===== config.mk =====
export PLATFORM = sky130hd
export DESIGN_NAME = program_loader
export DESIGN_NICKNAME = d
export VERILOG_FILES = /design/src/rtl/program_loader.sv
export SDC_FILE = /design/constraint.sdc
export NUM_CORES = 1
export LEC_CHECK = 0
export ABC_AREA = 1
export CORE_MARGIN = 3
export CORE_UTILIZATION = 40
export DETAILED_ROUTE_END_ITERATION = 12
export GPL_TIMING_DRIVEN = 0
export HOLD_SLACK_MARGIN = 0.1
export PLACE_DENSITY_LB_ADDON = 0.3
export RECOVER_POWER = 100
export REMOVE_ABC_BUFFERS = 1
export SLEW_MARGIN = 20
export SYNTH_ARGS = -nofsm -noshare
export SYNTH_HDL_FRONTEND = slang
export SYNTH_SLANG_ARGS = --single-unit

===== constraint.sdc =====
create_clock -name clk -period 3.5 [get_ports clk]
set_input_delay 0.7 -clock clk [delete_from_list [all_inputs] [get_ports clk]]
set_output_delay 0.7 -clock clk [all_outputs]
set_load 0.005 [all_outputs]

===== src/rtl/program_loader.sv =====
// program_loader: framed byte-stream program-memory loader; checksum byte handled when LOADER_CHECKSUM_EN is defined
module program_loader #(
   parameter int WORD_BYTES = 2,
   parameter int ADDR_WIDTH = 8
) (
   input  logic                    clk,
   input  logic                    reset,
   input  logic [7:0]              in_data,
   input  logic                    in_valid,
   output logic                    in_ready,
   output logic                    prog_wr_en,
   output logic [ADDR_WIDTH-1:0]   prog_wr_address,
   output logic [8*WORD_BYTES-1:0] prog_wr_data,
   output logic                    cpu_enable,
   output logic                    load_busy,
   output logic                    load_error
);
   localparam int W = 8 * WORD_BYTES;
   localparam int BW = WORD_BYTES > 1 ? $clog2(WORD_BYTES) : 1;
   localparam int RW = ADDR_WIDTH + 1;
   localparam logic [31:0] DEPTH = 32'd1 << ADDR_WIDTH;
   localparam logic [BW-1:0] LAST_BYTE = BW'(WORD_BYTES - 1);

`ifdef LOADER_CHECKSUM_EN
   typedef enum logic [2:0] {IDLE, CNT_HI, CNT_LO, DATA, WRITE, CHECK, DONE, ERROR} state_t;
   localparam state_t TAIL = CHECK;
   logic [7:0] acc;
`else
   typedef enum logic [2:0] {IDLE, CNT_HI, CNT_LO, DATA, WRITE, DONE, ERROR} state_t;
   localparam state_t TAIL = DONE;
`endif

   state_t state, next;
   logic accept, start, overflow, count_zero, last_byte, last_word;
   logic [7:0] cnt_hi;
   logic [RW-1:0] rem;
   logic [BW-1:0] byte_idx;
   logic [W-1:0] word;
   logic [ADDR_WIDTH-1:0] addr;

   assign accept = in_valid & in_ready;
   assign start = accept && in_data == 8'hA5 && !load_busy;
   assign overflow = {16'd0, cnt_hi, in_data} > DEPTH;
   assign count_zero = {cnt_hi, in_data} == 16'd0;
   assign last_byte = byte_idx == LAST_BYTE;
   assign last_word = rem == RW'(1);
   assign prog_wr_address = addr;
   assign prog_wr_data = word;

   // state register
   always_ff @(posedge clk or negedge reset)
      if (!reset) state <= IDLE;
      else state <= next;

   // next-state decode; 0xA5 only resynchronises outside a frame
   always_comb begin
      next = state;
      case (state)
         IDLE, DONE, ERROR: if (accept && in_data == 8'hA5) next = CNT_HI;
         CNT_HI: if (accept) next = CNT_LO;
         CNT_LO: if (accept) next = overflow ? ERROR : count_zero ? TAIL : DATA;
         DATA: if (accept && last_byte) next = WRITE;
         WRITE: next = last_word ? TAIL : DATA;
`ifdef LOADER_CHECKSUM_EN
         CHECK: if (accept) next = in_data == acc ? DONE : ERROR;
`endif
         default: next = IDLE;
      endcase
   end

   // decoded handshake and status outputs
   always_comb begin
      in_ready = state != WRITE;
      prog_wr_en = state == WRITE;
      load_busy = !(state inside {IDLE, DONE, ERROR});
   end

   // frame datapath: count, word assembly, write address
   always_ff @(posedge clk or negedge reset)
      if (!reset) begin
         cnt_hi <= '0;
         rem <= '0;
         byte_idx <= '0;
         word <= '0;
         addr <= '0;
      end else begin
         if (accept && state == CNT_HI) cnt_hi <= in_data;
         if (accept && state == CNT_LO) rem <= RW'({cnt_hi, in_data});
         else if (state == WRITE) rem <= rem - 1'b1;
         if (start) byte_idx <= '0;
         else if (accept && state == DATA) byte_idx <= last_byte ? '0 : byte_idx + 1'b1;
         if (accept && state == DATA) word <= W'({word, in_data});
         addr <= start ? '0 : state == WRITE ? addr + 1'b1 : addr;
      end

`ifdef LOADER_CHECKSUM_EN
   // running XOR of count and data bytes, sync byte excluded
   always_ff @(posedge clk or negedge reset)
      if (!reset) acc <= '0;
      else if (start) acc <= '0;
      else if (accept && state inside {CNT_HI, CNT_LO, DATA}) acc <= acc ^ in_data;
`endif

   // registered load verdict follows the state being entered
   always_ff @(posedge clk or negedge reset)
      if (!reset) begin
         cpu_enable <= 1'b0;
         load_error <= 1'b0;
      end else begin
         cpu_enable <= next == DONE;
         load_error <= next == ERROR;
      end
endmodule


==> implementation parameters <==
Parameter                              Value

Synthesis
  Number of synthesized register bits    47
  Per-instance average area after synthesis    8.08 um^2
  Predominant post-synthesis flop cell    sky130_fd_sc_hd__dfrtp_1
  Fraction of synthesis flops using an asynchronous set or reset pin    100%
  Cell Area, Synth    2420 um^2
  Synth warn    0
  Post-Synthesis Cells    299
  Count of flip-flops with a built-in enable after synthesis    0
  Unique masters post-synth    35
  Share of the yosys chip area belonging to registers    48.7%

GRT
  Antenna violations before repair    0
  Global-route wire length before repair    8920 um
  Remaining global-route overflow    0
  Global-route usage over all layers    15.6%
  Pin count of the biggest net entering global routing    27
  Number of global-route vias before repair    1928

Routing
  First-pass iteration count of the detailed router    4
  Top layer used by detailed routing    met4
  Via count normalized by instance count    4.84
  Average wire per standard cell    12.3 um
  Wire length the detailed router placed on met1    2410 um
  Post-route DRC    0
  Aggregate routed wire length    5080 um
  DRT iter0 DRCs    79
  Antenna-violating nets left    0
  Met2 wire len    2380 um
  Detail Route met3 WL    228 um
  Total number of vias    1999

Cells and area
  Antenna Diode Count    0
  Relative area change from synthesis to final layout    22.4%
  Filler cell count    542
  Nets    354
  Finished Cell Area    2960 um^2
  Layout cells sized above 1    7.04%
  Non-Filler Instances    413
  Post-route core utilization    52.1%

Clock network
  # clock sinks    47
  Maximum level of the CTS H-tree    2
  CTS tree    done
  Cell at the root of the clock tree    sky130_fd_sc_hd__clkbuf_8
  Max Buffers Root-to-Sink    2
  CTS Buf Count    5
  Clock insertion delay at the later pin of the skew report    300 ps
  Clock slew at the register clock pins of the worst setup and hold paths    80 ps
  Hold bufs inserted after CTS    0
  Number of instances resized during post-cts repair    0
  Post-CTS Setup Bufs    0

Timing
  Number of max-slew violations in the final report    0
  Worst-margin pin slew    1370 ps
  Fmax    347 MHz
  Clock Skews    7.59 ps
  Clock period minus final worst setup slack    2880 ps
  Final number of hold-violating endpoints    0
  Final setup violating endpoints    0
  Aggregate negative setup slack    0 ps
  Unrepaired setup endpoints after global routing    no
  Smallest hold slack    469 ps
  Worst-case setup margin in the final layout    622 ps
  Final Cycle Share    82.2%
  Worst max-slew margin expressed relative to the limit    8.89%

Critical path
  Endpoint of the worst-slack reg-to-reg timing path    prog_wr_data[3]
  Maximum fanout encountered on the critical timing path    13
  Type of the worst setup path    reg -> out
  Critical Path Sink Type    output pin
  Nature of the critical path startpoint    flop
  Worst Path Required    2800 ps
  Worst Path Arrival    2180 ps
  Start point of the critical path    state[2]
  RR Startpoint    state[2]
  Reg-to-reg setup timing slack    1120 ps
  Worst R2R Path Depth    6

Pwr
  Power per unit of standard cell area    794 nW/um^2
  Reported leakage power    1.51 nW
  Highest ir drop seen on vdd    0.000262 V
  Post-layout total power    2.35 mW

Place
  RD Place Congestion    0.811
  Count of placed standard cells including taps    405
  HPWL reported at the end of detailed placement    3820 um
  Worst-case setup slack after placement    1070 ps
  Port buffer count    39
  Dpl cell area    2880 um^2

Floorplanning
  Number of primary I/O pins    40
  Starting density of the core    42.6%
  Core region area    5680 um^2
  Vertical extent of the die    83.7 um
  Overall die width    83.7 um
  Count of standard-cell rows    27
  DIE AREA    7010 um^2

Hold path
  Critical hold path startpoint    prog_wr_data[9]
  Worst hold path cell count    2
  End of the worst hold path    prog_wr_data[9]
  Class of the worst hold path    reg -> reg

Status
  Run status    complete, no violations

Run
  Max-cap violations    0
==> flip-flops by register name (all words and copies together) (netlist names) <==
register         cells
rem                  9
cpu_enable           1
byte_idx             1
cnt_hi               8
state                3
prog_wr_data        16
load_error           1
prog_wr_address      8
==> layout make-up <==
cell class              count  area, um^2  area share, %
repair buffers             40         388           13.1
multi-input cells         199         986           33.3
clock buffers               5        68.8           2.33
flip-flops and latches     47        1180           39.8
inverters                  47         181           6.13
well taps                  72        90.1           3.05
clock inverters             3        67.6           2.28
==> cells in the final DEF, fill, tap and decap left out <==
cell type | synthesis | layout
sky130_fd_sc_hd__nor3_2 | 1 | 1
sky130_fd_sc_hd__nand2_2 | 3 | 1
sky130_fd_sc_hd__bufinv_16 | 0 | 2
sky130_fd_sc_hd__nor3b_1 | 1 | 1
sky130_fd_sc_hd__a21oi_4 | 1 | 1
sky130_fd_sc_hd__nor2_1 | 31 | 32
sky130_fd_sc_hd__clkbuf_8 | 0 | 5
sky130_fd_sc_hd__o21ai_2 | 1 | 1
sky130_fd_sc_hd__nand2_1 | 85 | 87
sky130_fd_sc_hd__a31o_2 | 1 | 1
sky130_fd_sc_hd__clkinvlp_4 | 0 | 1
sky130_fd_sc_hd__nand3_1 | 15 | 16
sky130_fd_sc_hd__dfrtp_1 | 47 | 47
sky130_fd_sc_hd__nand4_1 | 1 | 1
sky130_fd_sc_hd__or2_2 | 2 | 2
sky130_fd_sc_hd__nor2_2 | 1 | 2
sky130_fd_sc_hd__clkdlybuf4s50_1 | 0 | 10
sky130_fd_sc_hd__o221ai_1 | 6 | 6
sky130_fd_sc_hd__inv_1 | 43 | 44
sky130_fd_sc_hd__o21ai_0 | 26 | 26
sky130_fd_sc_hd__xor2_1 | 5 | 5
sky130_fd_sc_hd__inv_4 | 2 | 2
sky130_fd_sc_hd__xnor2_1 | 1 | 1
sky130_fd_sc_hd__nor3_1 | 2 | 2
sky130_fd_sc_hd__nor2_4 | 2 | 1
sky130_fd_sc_hd__nand2_4 | 1 | 1
sky130_fd_sc_hd__a21oi_1 | 2 | 2
sky130_fd_sc_hd__inv_2 | 2 | 1
sky130_fd_sc_hd__nand3_2 | 1 | 1
sky130_fd_sc_hd__o22ai_1 | 1 | 1
sky130_fd_sc_hd__clkbuf_1 | 1 | 2
sky130_fd_sc_hd__o21bai_1 | 1 | 1
sky130_fd_sc_hd__ha_1 | 3 | 3
sky130_fd_sc_hd__dlygate4sd3_1 | 0 | 28
sky130_fd_sc_hd__o211ai_1 | 2 | 2
sky130_fd_sc_hd__nor3_4 | 1 | 1
==> cell usage after synthesis (2+ instances only) <==
master                     instances  area share (%)
sky130_fd_sc_hd__nand3_1          15             3.1
sky130_fd_sc_hd__a21oi_1           2            0.41
sky130_fd_sc_hd__xor2_1            5             1.8
sky130_fd_sc_hd__inv_4             2            0.52
sky130_fd_sc_hd__or2_2             2            0.52
sky130_fd_sc_hd__nor3_1            2            0.41
sky130_fd_sc_hd__o21ai_0          26             5.4
sky130_fd_sc_hd__nor2_4            2            0.93
sky130_fd_sc_hd__o211ai_1          2            0.62
sky130_fd_sc_hd__nand2_2           3            0.78
sky130_fd_sc_hd__dfrtp_1          47              49
sky130_fd_sc_hd__nand2_1          85              13
sky130_fd_sc_hd__nor2_1           31             4.8
sky130_fd_sc_hd__inv_1            43             6.7
sky130_fd_sc_hd__ha_1              3             1.6
sky130_fd_sc_hd__o221ai_1          6             2.2
sky130_fd_sc_hd__inv_2             2            0.31
sky130_fd_sc_hd__buf_2             4            0.83
==> kinds of logic after synthesis <==
logic type	count (synthesis)	synth area share, %
buffers and inverters	53	8.95
AO/OA/AOI/OAI	41	10.6
AND/OR/NAND/NOR	149	28.1
flip-flops	47	48.7
XOR/XNOR	6	2.17
adder cells (fa/ha/maj)	3	1.55
==> where the power goes <==
group	internal, mW	leakage, nW	switching [mW]
clock	0.285	0.0644	0.185
sequential	0.770	0.594	0.169
combinational	0.442	0.849	0.499
==> worst max path at each step <==
stage                                     to  slack (ps)  cells after the start
after global routing         prog_wr_data[0]         430                      5
after detailed placement     prog_wr_data[3]        1070                      6
after CTS                           in_ready         950                      4
final                               in_ready         620                      4
after global placement    prog_wr_address[5]         410                      1
after floorplan                     in_ready        1900                      3
==> critical path, stage by stage, from the launching register on <==
cell and delay (ps):
sky130_fd_sc_hd__dfrtp_1 610, sky130_fd_sc_hd__inv_4 70, sky130_fd_sc_hd__nor2_2 550, sky130_fd_sc_hd__inv_4 150, sky130_fd_sc_hd__clkdlybuf4s50_1 490
==> metal layers <==
metal	GRT usage, %	up-vias
li1	-	1016
met1	20.9	936
met2	25.2	41
met3	3.75	6
met4	4.39	0
met5	0	-
No activity file was read; power rests on OpenSTA's default activity.
